### src/rtl/ahb_lite_decoder_mux_if.sv
// AHB-Lite bus bundle between one master, three slaves plus a default slave, and the decoder/mux.
// The slave modport is the decoder's view; the master modport is the mirror used to drive it.
interface ahb_lite_decoder_mux_if;
  logic [31:0] HADDR;
  logic [1:0]  HTRANS;
  logic        HSEL_S0;
  logic        HSEL_S1;
  logic        HSEL_S2;
  logic        HSEL_DEF;
  logic [31:0] HRDATA_S0;
  logic [31:0] HRDATA_S1;
  logic [31:0] HRDATA_S2;
  logic [31:0] HRDATA_DEF;
  logic        HREADYOUT_S0;
  logic        HREADYOUT_S1;
  logic        HREADYOUT_S2;
  logic        HREADYOUT_DEF;
  logic [1:0]  HRESP_S0;
  logic [1:0]  HRESP_S1;
  logic [1:0]  HRESP_S2;
  logic [1:0]  HRESP_DEF;
  logic [31:0] HRDATA;
  logic        HREADY;
  logic [1:0]  HRESP;

  modport slave (
    input  HADDR, HTRANS,
    input  HRDATA_S0, HRDATA_S1, HRDATA_S2, HRDATA_DEF,
    input  HREADYOUT_S0, HREADYOUT_S1, HREADYOUT_S2, HREADYOUT_DEF,
    input  HRESP_S0, HRESP_S1, HRESP_S2, HRESP_DEF,
    output HSEL_S0, HSEL_S1, HSEL_S2, HSEL_DEF,
    output HRDATA, HREADY, HRESP
  );

  modport master (
    output HADDR, HTRANS,
    output HRDATA_S0, HRDATA_S1, HRDATA_S2, HRDATA_DEF,
    output HREADYOUT_S0, HREADYOUT_S1, HREADYOUT_S2, HREADYOUT_DEF,
    output HRESP_S0, HRESP_S1, HRESP_S2, HRESP_DEF,
    input  HSEL_S0, HSEL_S1, HSEL_S2, HSEL_DEF,
    input  HRDATA, HREADY, HRESP
  );
endinterface

### src/rtl/ahb_lite_decoder_mux.sv
// AHB-Lite address decoder and response mux for three slaves plus a default slave.
// Optional error logger enabled by defining AHB_DEC_ERRLOG_EN.
module ahb_lite_decoder_mux #(
  parameter logic [3:0] S0_BASE = 4'h0,
  parameter logic [3:0] S1_BASE = 4'h1,
  parameter logic [3:0] S2_BASE = 4'h2
) (
  input logic HCLK,
  input logic HRESETN,
  ahb_lite_decoder_mux_if.slave bus
`ifdef AHB_DEC_ERRLOG_EN
  ,
  input  logic        err_clr,
  output logic [15:0] err_cnt,
  output logic [31:0] err_addr
`endif
);

  typedef enum logic [2:0] {
    DSEL_NONE = 3'd0,
    DSEL_S0   = 3'd1,
    DSEL_S1   = 3'd2,
    DSEL_S2   = 3'd3,
    DSEL_DEF  = 3'd4
  } dsel_t;

  dsel_t addr_sel;
  dsel_t dsel;
  dsel_t dsel_next;
  logic  unused_bits;

  // Only the top nibble decodes; the rest of the address feeds the error logger when present.
  assign unused_bits = ^{bus.HADDR[27:0], bus.HTRANS[0]};

  // Address-phase decode; priority order keeps exactly one select high even with overlapping bases.
  always_comb begin
    addr_sel = DSEL_DEF;
    if (bus.HADDR[31:28] == S0_BASE) begin
      addr_sel = DSEL_S0;
    end else if (bus.HADDR[31:28] == S1_BASE) begin
      addr_sel = DSEL_S1;
    end else if (bus.HADDR[31:28] == S2_BASE) begin
      addr_sel = DSEL_S2;
    end else begin
      addr_sel = DSEL_DEF;
    end
  end

  assign bus.HSEL_S0  = (addr_sel == DSEL_S0);
  assign bus.HSEL_S1  = (addr_sel == DSEL_S1);
  assign bus.HSEL_S2  = (addr_sel == DSEL_S2);
  assign bus.HSEL_DEF = (addr_sel == DSEL_DEF);

  // Data-phase select register.
  always_ff @(posedge HCLK or posedge HRESETN) begin
    if (HRESETN) begin
      dsel <= DSEL_NONE;
    end else begin
      dsel <= dsel_next;
    end
  end

  // Advance only when the current data phase completes; IDLE/BUSY leave no slave owning the next one.
  always_comb begin
    dsel_next = dsel;
    if (bus.HREADY) begin
      if (bus.HTRANS[1]) begin
        dsel_next = addr_sel;
      end else begin
        dsel_next = DSEL_NONE;
      end
    end else begin
      dsel_next = dsel;
    end
  end

  // Response mux; any unused encoding behaves as an idle data phase.
  always_comb begin
    bus.HRDATA = 32'h0000_0000;
    bus.HREADY = 1'b1;
    bus.HRESP  = 2'b00;
    case (dsel)
      DSEL_S0: begin
        bus.HRDATA = bus.HRDATA_S0;
        bus.HREADY = bus.HREADYOUT_S0;
        bus.HRESP  = bus.HRESP_S0;
      end
      DSEL_S1: begin
        bus.HRDATA = bus.HRDATA_S1;
        bus.HREADY = bus.HREADYOUT_S1;
        bus.HRESP  = bus.HRESP_S1;
      end
      DSEL_S2: begin
        bus.HRDATA = bus.HRDATA_S2;
        bus.HREADY = bus.HREADYOUT_S2;
        bus.HRESP  = bus.HRESP_S2;
      end
      DSEL_DEF: begin
        bus.HRDATA = bus.HRDATA_DEF;
        bus.HREADY = bus.HREADYOUT_DEF;
        bus.HRESP  = bus.HRESP_DEF;
      end
      default: begin
        bus.HRDATA = 32'h0000_0000;
        bus.HREADY = 1'b1;
        bus.HRESP  = 2'b00;
      end
    endcase
  end

`ifdef AHB_DEC_ERRLOG_EN
  logic [31:0] data_addr;
  logic        err_hit;

  assign err_hit = bus.HREADY && (bus.HRESP == 2'b01) && (dsel != DSEL_NONE);

  // Address of the transfer currently in its data phase.
  always_ff @(posedge HCLK or posedge HRESETN) begin
    if (HRESETN) begin
      data_addr <= 32'h0000_0000;
    end else if (bus.HREADY && bus.HTRANS[1]) begin
      data_addr <= bus.HADDR;
    end
  end

  // Saturating error counter; a clear takes precedence over a coincident error.
  always_ff @(posedge HCLK or posedge HRESETN) begin
    if (HRESETN) begin
      err_cnt <= 16'h0000;
    end else if (err_clr) begin
      err_cnt <= 16'h0000;
    end else if (err_hit && (err_cnt != 16'hFFFF)) begin
      err_cnt <= err_cnt + 16'h0001;
    end
  end

  // Last failing address survives a counter clear.
  always_ff @(posedge HCLK or posedge HRESETN) begin
    if (HRESETN) begin
      err_addr <= 32'h0000_0000;
    end else if (err_hit) begin
      err_addr <= data_addr;
    end
  end
`endif

endmodule

### src/flat_wrapper.sv
// flat-port wrapper written by rule: the top's interface ports become plain ports
module ahb_lite_decoder_mux_flat 
#(
  parameter logic [3:0] S0_BASE = 4'h0,
  parameter logic [3:0] S1_BASE = 4'h1,
  parameter logic [3:0] S2_BASE = 4'h2
)
  (HCLK, HRESETN, bus_HADDR, bus_HTRANS, bus_HRDATA_S0, bus_HRDATA_S1, bus_HRDATA_S2, bus_HRDATA_DEF, bus_HREADYOUT_S0, bus_HREADYOUT_S1, bus_HREADYOUT_S2, bus_HREADYOUT_DEF, bus_HRESP_S0, bus_HRESP_S1, bus_HRESP_S2, bus_HRESP_DEF, bus_HSEL_S0, bus_HSEL_S1, bus_HSEL_S2, bus_HSEL_DEF, bus_HRDATA, bus_HREADY, bus_HRESP);
  ahb_lite_decoder_mux_if bus_i ();
  input logic HCLK;
  input logic HRESETN;
  input wire logic [$bits(bus_i.HADDR)-1:0] bus_HADDR;
  input wire logic [$bits(bus_i.HTRANS)-1:0] bus_HTRANS;
  input wire logic [$bits(bus_i.HRDATA_S0)-1:0] bus_HRDATA_S0;
  input wire logic [$bits(bus_i.HRDATA_S1)-1:0] bus_HRDATA_S1;
  input wire logic [$bits(bus_i.HRDATA_S2)-1:0] bus_HRDATA_S2;
  input wire logic [$bits(bus_i.HRDATA_DEF)-1:0] bus_HRDATA_DEF;
  input wire logic [$bits(bus_i.HREADYOUT_S0)-1:0] bus_HREADYOUT_S0;
  input wire logic [$bits(bus_i.HREADYOUT_S1)-1:0] bus_HREADYOUT_S1;
  input wire logic [$bits(bus_i.HREADYOUT_S2)-1:0] bus_HREADYOUT_S2;
  input wire logic [$bits(bus_i.HREADYOUT_DEF)-1:0] bus_HREADYOUT_DEF;
  input wire logic [$bits(bus_i.HRESP_S0)-1:0] bus_HRESP_S0;
  input wire logic [$bits(bus_i.HRESP_S1)-1:0] bus_HRESP_S1;
  input wire logic [$bits(bus_i.HRESP_S2)-1:0] bus_HRESP_S2;
  input wire logic [$bits(bus_i.HRESP_DEF)-1:0] bus_HRESP_DEF;
  output wire logic [$bits(bus_i.HSEL_S0)-1:0] bus_HSEL_S0;
  output wire logic [$bits(bus_i.HSEL_S1)-1:0] bus_HSEL_S1;
  output wire logic [$bits(bus_i.HSEL_S2)-1:0] bus_HSEL_S2;
  output wire logic [$bits(bus_i.HSEL_DEF)-1:0] bus_HSEL_DEF;
  output wire logic [$bits(bus_i.HRDATA)-1:0] bus_HRDATA;
  output wire logic [$bits(bus_i.HREADY)-1:0] bus_HREADY;
  output wire logic [$bits(bus_i.HRESP)-1:0] bus_HRESP;
  assign bus_i.HADDR = bus_HADDR;
  assign bus_i.HTRANS = bus_HTRANS;
  assign bus_i.HRDATA_S0 = bus_HRDATA_S0;
  assign bus_i.HRDATA_S1 = bus_HRDATA_S1;
  assign bus_i.HRDATA_S2 = bus_HRDATA_S2;
  assign bus_i.HRDATA_DEF = bus_HRDATA_DEF;
  assign bus_i.HREADYOUT_S0 = bus_HREADYOUT_S0;
  assign bus_i.HREADYOUT_S1 = bus_HREADYOUT_S1;
  assign bus_i.HREADYOUT_S2 = bus_HREADYOUT_S2;
  assign bus_i.HREADYOUT_DEF = bus_HREADYOUT_DEF;
  assign bus_i.HRESP_S0 = bus_HRESP_S0;
  assign bus_i.HRESP_S1 = bus_HRESP_S1;
  assign bus_i.HRESP_S2 = bus_HRESP_S2;
  assign bus_i.HRESP_DEF = bus_HRESP_DEF;
  assign bus_HSEL_S0 = bus_i.HSEL_S0;
  assign bus_HSEL_S1 = bus_i.HSEL_S1;
  assign bus_HSEL_S2 = bus_i.HSEL_S2;
  assign bus_HSEL_DEF = bus_i.HSEL_DEF;
  assign bus_HRDATA = bus_i.HRDATA;
  assign bus_HREADY = bus_i.HREADY;
  assign bus_HRESP = bus_i.HRESP;
  ahb_lite_decoder_mux #(.S0_BASE(S0_BASE), .S1_BASE(S1_BASE), .S2_BASE(S2_BASE)) u_core (.HCLK(HCLK), .HRESETN(HRESETN), .bus(bus_i));
endmodule
### config.mk
export PLATFORM = sky130hd
export DESIGN_NAME = ahb_lite_decoder_mux_flat
export DESIGN_NICKNAME = d
export VERILOG_FILES = /design/src/rtl/ahb_lite_decoder_mux_if.sv /design/src/rtl/ahb_lite_decoder_mux.sv /design/src/flat_wrapper.sv
export SDC_FILE = /design/constraint.sdc
export NUM_CORES = 1
export LEC_CHECK = 0
export CORE_AREA = 2 2 84 86
export CTS_BUF_LIST = sky130_fd_sc_hd__clkbuf_4 sky130_fd_sc_hd__clkbuf_8
export DETAILED_ROUTE_END_ITERATION = 7
export DIE_AREA = 0 0 86 88
export PLACE_DENSITY_LB_ADDON = 0.2
export SLEW_MARGIN = 15
export SYNTH_ARGS = -nofsm -noshare
export SYNTH_HDL_FRONTEND = slang
export SYNTH_SLANG_ARGS = --single-unit
### constraint.sdc
create_clock -name HCLK -period 1.4 [get_ports HCLK]
set_input_delay 0.42 -clock HCLK [delete_from_list [all_inputs] [get_ports HCLK]]
set_output_delay 0.42 -clock HCLK [all_outputs]
set_load 0.1 [all_outputs]
==> impl_results.md, run 1 <==
- Tmin final: 1980 ps
- GR Util All Layers: 21.4%
- Net Sw Frac: 50.4%
- Post-Layout Cell Count: 456
- Startpoint types: flip-flop
- Number of vias per cell: 5.02
- Failing checks: negative setup slack
- CP most frequent cell: buf_12
- Maximum capacitance violations: 0
- Mapped Cells: 150
- # DRC: 0
- CTS root buffer: clkbuf_8
- Most used DFF post-synth: dfrtp_1
- Routed vias: 2,289
- Worst Tran Pin Value: 292 ps
- Crit Path Category: reg -> out
- Full die area: 7570 sq um
- Crit-path leading delay family: buffers and inverters
- Pin count of the biggest net entering global routing: 15
- Initial Util: 17.6%
- VDD IR-drop max: 0.000568 V
- Die Y: 88 um
- Antenna fix cells: 0
- FF+latch count, synth: 3
- Port Buf Inserts: 185
- H-tree depth: 1
- Top-count cell post-synth: mux2i_1
- Netlist cell types: 26
- Clock power share: 8.5%
- Top cell type's share of synthesized area: 30.9%
- Asr flop ratio synth: 100%
- Vias in the first global route: 2,536
- Maximum clock insertion buffer count: 2
- Leading area contributor after synthesis: mux2i_1
- Die W: 86 um
- Largest register FFs: 3
- Layout cell share with drive strength beyond 1: 52.1%
- Biggest regs: u_core.dsel (3)
- R2R Setup Slk: -140 ps
- Fmax achieved: 504 MHz
- Gpl congestion: 0.812
- Avg Synthesized Cell Area: 7.78 sq um
- HP Class: in -> async
- RSZ-0062 raised after global routing: yes
- CP Max Fanout: 7
- Setup TNS: -20,410 ps
- Most flops, register: u_core.dsel
- Setup WS post-layout: -585 ps
- Post-synthesis sequential area ratio: 6.43%
- Initial antenna violation count: 0
- Area of the multi-input gates: 1770 sq um
- Core area: 6640 sq um
- Area Overhead vs Synth: 326%
- Register area: 81.3 sq um
- CP arrival: 1560 ps
- Synth Cell Area: 1170 sq um
- Slowest stage delay, CP: 410 ps
- Pre-CTS setup slack: -640 ps
- Number of synthesized flops with an enable pin: 0
- Worst Setup End Kind: output pin
- FP Rows: 30
- Clock sink count: 3
- Placed cell count: 440
- Synth area leaders: mux2i_1, a22oi_1, o22ai_1
- Critical-path cell list: nor2b_4 -> buf_12 -> buf_6 -> a22oi_2 -> o22ai_4 -> buf_12
- Slowest stage cell, crit path: dfrtp_2
- Mapped Nets: 326
- Io pins: 215
- Placed wire-length estimate: 6.61 mm
- Pins Over Slew Limit: 0
- Seq pwr share: 3.2%
- Period utilisation layout: 142%
- Power Internal: 1.67 mW
- Initial DRT Pass Iterations: 4
- PD cells: 675 nW/um^2
- TritonCTS buffer count: 3
- Overflow after GRT: 0
- Final hold violations: 0
- Synth top cells by count: mux2i_1, a22oi_1, o22ai_1, buf_2, clkbuf_1
- Filler cells: 467
- Global-route wire length before repair: 12.8 mm
- CP bufs+invs: 3
- Syn. warnings: 0
- Final-stage net count: 553
- ANT nets after route: 0
- Min Hold Slack: 372 ps
- Finish-stage setup viols: 42
- Leak: 1.76 nW
- Post-Route WL: 8.49 mm
- Switching power: 1.69 mW
- Skew final: 1.93 ps
- Clk Latency, worst-skew pair: 220 ps
- CTS tree: done
- Drt wl/cell: 18.6 um
- Clock transition at the registers of the reported paths: 30 ps
- Slew HR: 80.0%
- Combinational share of power: 88.3%
- Status: complete, but fails checks
- Starting DRT DRC Count: 35
- Critical Path RT: 980 ps
-- power groups by stage --
stage	sequential [mW]	clock, mW	combinational (mW)
3_5_place_dp	0.105	0	2.83
4_1_cts	0.105	0.291	2.95
5_1_grt	0.107	0.292	3.07
3_3_place_gp	0.104	0	2.80
6_report	0.107	0.285	2.97
2_1_floorplan	0.101	0	1.64
-- timing repair --
action,in CTS,in global routing
buffers inserted,10,2
hold buffers,0,0
cloned,2,2
resized for setup,78,13
endpoints found under the setup margin,42,42
pin swaps,30,12
-- cell usage in the layout (no fill, tap or decap), types with 2 or more instances in the layout --
cell type and n:
clkbuf_8 3, a22oi_2 34, o22ai_4 34, dlygate4sd2_1 2, mux2i_2 9, mux2i_1 27
clkbuf_16 2, nor4b_4 2, buf_16 2, buf_4 28, buf_8 2, buf_12 53
a21oi_1 2, nor2b_4 2, clkdlybuf4s50_1 140, dfrtp_2 2, buf_6 12
-- layer usage --
layer / vias up / track usage (%) / routed length, um
met1: 1084 / 23.4 / 3040
met5: - / 0 / 0
li1: 1089 / - / -
met3: 13 / 4.05 / 531
met2: 103 / 42.6 / 4820
met4: 0 / 3.75 / 94
-- worst paths after layout --
kind	start	cells past startpoint	end
setup / recovery	u_core.dsel[1]	6	bus_HRDATA[18]
hold / removal	HRESETN	2	u_core.dsel[0]
setup reg to reg	u_core.dsel[1]	8	u_core.dsel[2]
hold reg to reg	u_core.dsel[0]	2	u_core.dsel[2]
max in group asynchronous	HRESETN	2	u_core.dsel[0]
min in group HCLK	bus_HADDR[31]	4	u_core.dsel[2]
-- logic make-up after synthesis --
group / Yosys count / synth area share, %
flops: 3 / 6.43
simple gates: 13 / 7.61
xor+xnor: 1 / 0.750
compound gates: 76 / 45.7
mux: 36 / 30.9
buf+inv: 21 / 8.68
-- through the flow --
stage | util, % | power (mW) | area (sq um)
finish | 74.9 | 3.36 | 4970
global route | 74.9 | 3.47 | 4970
CTS | 73.6 | 3.35 | 4890
detailed placement | 67.5 | 2.93 | 4480
global placement | 67.5 | 2.91 | 4480
floorplan | - | 1.74 | 1920
-- cell type report --
cell class,instances,share of cell area (%)
Clock buffer,4,0.981
Inverter,2,0.201
Multi-Input combinational cell,126,35.7
Sequential cell,3,1.63
Tap cell,80,2.01
Timing Repair Buffer,241,59.5
-- worst register-to-register path, cell delays in order, from the launching register on --
cell     delay (ps)
dfrtp_2         410
buf_6           150
buf_4           150
nor4b_4         250
buf_4           150
buf_4            90
buf_4            90
a21oi_1          40
a21oi_1         130
Note: power is estimated with default switching activity, not from simulation.
==> inputs of run 2 (changes only) <==
--- a/constraint.sdc
+++ b/constraint.sdc
@@ -3,2 +3,2 @@
 set_output_delay 0.42 -clock HCLK [all_outputs]
-set_load 0.1 [all_outputs]
+set_load 0.05 [all_outputs]
==> run 2 against run 1 <==
  * The run still ends with negative setup slack left
  * Global-route usage down 1.7 points
  * Via count shrank 5.2%
  * Die area stayed put
  * Cell area decreased by 6.9%
  * Sequential share of layout area is 0.095 points higher
  * Utilization shrank 5.2 points
  * Register-to-register slack better by 50 ps
  * Critical path type unchanged
==> impl_results.md, run 2 (synthesized netlist as in run 1, its figures left out) <==
- Die W: 86 um (unchanged)
- RSZ-0062 raised after global routing: yes (unchanged)
- Worst Reg-to-Reg Cells: 4 (was 8)
- Worst R2R End: u_core.dsel[1] (was u_core.dsel[2])
- Final hold violations: 0 (unchanged)
- Placed cell area: 4420 sq um (was 4480 sq um)
- HP Class: in -> async (unchanged)
- Clock transition at the registers of the reported paths: 30 ps (about the same)
- Pins Over Slew Limit: 0 (unchanged)
- Gpl congestion: 0.741 (was 0.812)
- Pin count of the biggest net entering global routing: 21 (was 15)
- Slowest stage delay, CP: 440 ps (was 410 ps)
- Critical-path cell list: and2b_4 -> buf_12 -> a22oi_2 -> o22ai_4 -> buf_12 (was nor2b_4 -> buf_12 -> buf_6 -> a22oi_2 -> o22ai_4 -> buf_12)
- Global-route track usage on met1: 23.4% (about the same)
- Finish-stage setup viols: 41 (was 42)
- Core area: 6640 sq um (unchanged)
- Slew HR: 77.0% (was 80.0%)
- CP Max Fanout: 13 (was 7)
- PD cells: 594 nW/um^2 (was 675 nW/um^2)
- CP most frequent cell: buf_12 (unchanged)
- CTS root buffer: clkbuf_8 (unchanged)
- Overflow after GRT: 0 (unchanged)
- Maximum clock insertion buffer count: 2 (unchanged)
- Failing checks: negative setup slack (unchanged)
- Most flops, register: u_core.dsel (unchanged)
- Startpoint types: flip-flop (unchanged)
- Clock sink count: 3 (unchanged)
- Tmin final: 1980 ps (about the same)
- Drt wl/cell: 17.6 um (was 18.6 um)
- Filler cells: 472 (was 467)
- CP arrival: 1560 ps (about the same)
- Most common cell after layout, fill and taps aside: clkdlybuf4s50_1 (unchanged)
- # DRC: 0 (unchanged)
- TritonCTS buffer count: 3 (unchanged)
- Port Buf Inserts: 185 (unchanged)
- Initial antenna violation count: 0 (unchanged)
- Vias in the first global route: 2,313 (was 2,536)
- VDD IR-drop max: 0.000522 V (was 0.000568 V)
- FP Rows: 30 (unchanged)
- Period utilisation layout: 142% (about the same)
- Clk Latency, worst-skew pair: 220 ps (about the same)
- Fmax achieved: 504 MHz (about the same)
- Status: complete, but fails checks (unchanged)
- CTS tree: done (unchanged)
- Io pins: 215 (unchanged)
- ANT nets after route: 0 (unchanged)
- Crit Path Category: reg -> out (unchanged)
- Initial Util: 17.6% (unchanged)
- Setup TNS: -20,170 ps (was -20,410 ps)
- Critical Path RT: 980 ps (about the same)
- Worst Tran Pin Value: 336 ps (was 292 ps)
- Final-stage net count: 531 (was 553)
- GR Util All Layers: 19.7% (was 21.4%)
- Post-Route WL: 7.65 mm (was 8.49 mm)
- Skew final: 4.56 ps (was 1.93 ps)
- Full die area: 7570 sq um (unchanged)
- Maximum capacitance violations: 0 (unchanged)
- Slowest stage cell, crit path: dfrtp_2 (unchanged)
- Routed vias: 2,169 (was 2,289)
- Area Overhead vs Synth: 297% (was 326%)
- Global-route wire length before repair: 11.9 mm (was 12.8 mm)
- Die Y: 88 um (unchanged)
- Finished Cell Area: 4630 sq um (was 4970 sq um)
- Most frequent cells in the layout: clkdlybuf4s50_1, buf_12, mux2i_1 (was clkdlybuf4s50_1, buf_12, a22oi_2, o22ai_4, buf_4)
- R2R Setup Slk: -90 ps (was -140 ps)
- Starting DRT DRC Count: 25 (was 35)
- Largest register FFs: 3 (unchanged)
- GRT busiest layer: met2 (unchanged)
- Number of vias per cell: 5.00 (was 5.02)
- CTS Hold Buffers Added: 0 (unchanged)
- Leak: 1.59 nW (was 1.76 nW)
- H-tree depth: 1 (unchanged)
- Worst Setup End Kind: output pin (unchanged)
- Reg-to-Reg Start: u_core.dsel[0] (was u_core.dsel[1])
- Setup WS post-layout: -583 ps (was -585 ps)
- Met2 Use GR: 38.3% (was 42.6%)
- Placed wire-length estimate: 6.33 mm (was 6.61 mm)
- Biggest regs: u_core.dsel (3) (unchanged)
- Antenna fix cells: 0 (unchanged)
- GR Layer Usage met3: 2.07% (was 4.05%)
- Layout cell share with drive strength beyond 1: 46.6% (was 52.1%)
- Initial DRT Pass Iterations: 4 (unchanged)
## run 2: power by group
part	switching (mW)	internal, mW	leakage [nW]
combinational	1.08	1.28	1.53
sequential	0.0112	0.0945	0.0355
clock	0.0671	0.214	0.0262
total	1.16	1.59	1.59
## run 2: per-layer routing
metal / vias to the layer above / share of wire, %
met5: - / 0
met4: 0 / 0.93
met3: 6 / 6.1
met2: 94 / 56
met1: 1031 / 37
li1: 1038 / -
## run 2: final cells by class
class                      instances  area (sq um)  area share, %
timing repair buffer             219          2660           57.5
multi-input combinational        126          1730           37.4
tap                               80           100           2.16
sequential                         3          80.1           1.73
clock buffer                       4          48.8           1.05
inverter                           2          7.51          0.162
## run 2: worst max-delay path by stage
stage / startpoint / end / slack [ps] / depth (start not counted)
finish: u_core.dsel[1] / bus_HRDATA[19] / -580 / 5
global route: u_core.dsel[1] / bus_HRDATA[20] / -650 / 5
CTS: u_core.dsel[1] / bus_HRDATA[19] / -590 / 5
detailed placement: bus_HADDR[30] / bus_HSEL_S2 / -610 / 4
global placement: bus_HADDR[30] / bus_HSEL_S2 / -570 / 4
floorplan: u_core.dsel[2] / bus_HRDATA[0] / -270 / 5
## run 2: per-stage QoR
step	total power [mW]	setup WS (ps)	utilization, %	instances	hold slack (ps)
floorplan	1.26	-270	-	150	174
global placement	2.40	-575	66.5	426	603
detailed placement	2.42	-609	66.5	426	620
CTS	2.75	-595	68.6	433	386
global route	2.87	-650	69.7	434	407
finish	2.75	-583	69.7	434	384
## run 2: what timing repair did
action	4_1_cts	5_1_grt
resized for setup	40	10
pin swaps	4	1
gates cloned	0	1
endpoints found under the setup margin	42	42
hold endpoints to repair	0	0
setup buffers	3	0
## run 2: worst max-delay path: cells and delay by family (launching register included)
kind,cells,cell delay [ps]
flip-flops,1,440
AND/OR/NAND/NOR,1,320
buffers and inverters,2,320
AO/OA/AOI/OAI,2,250
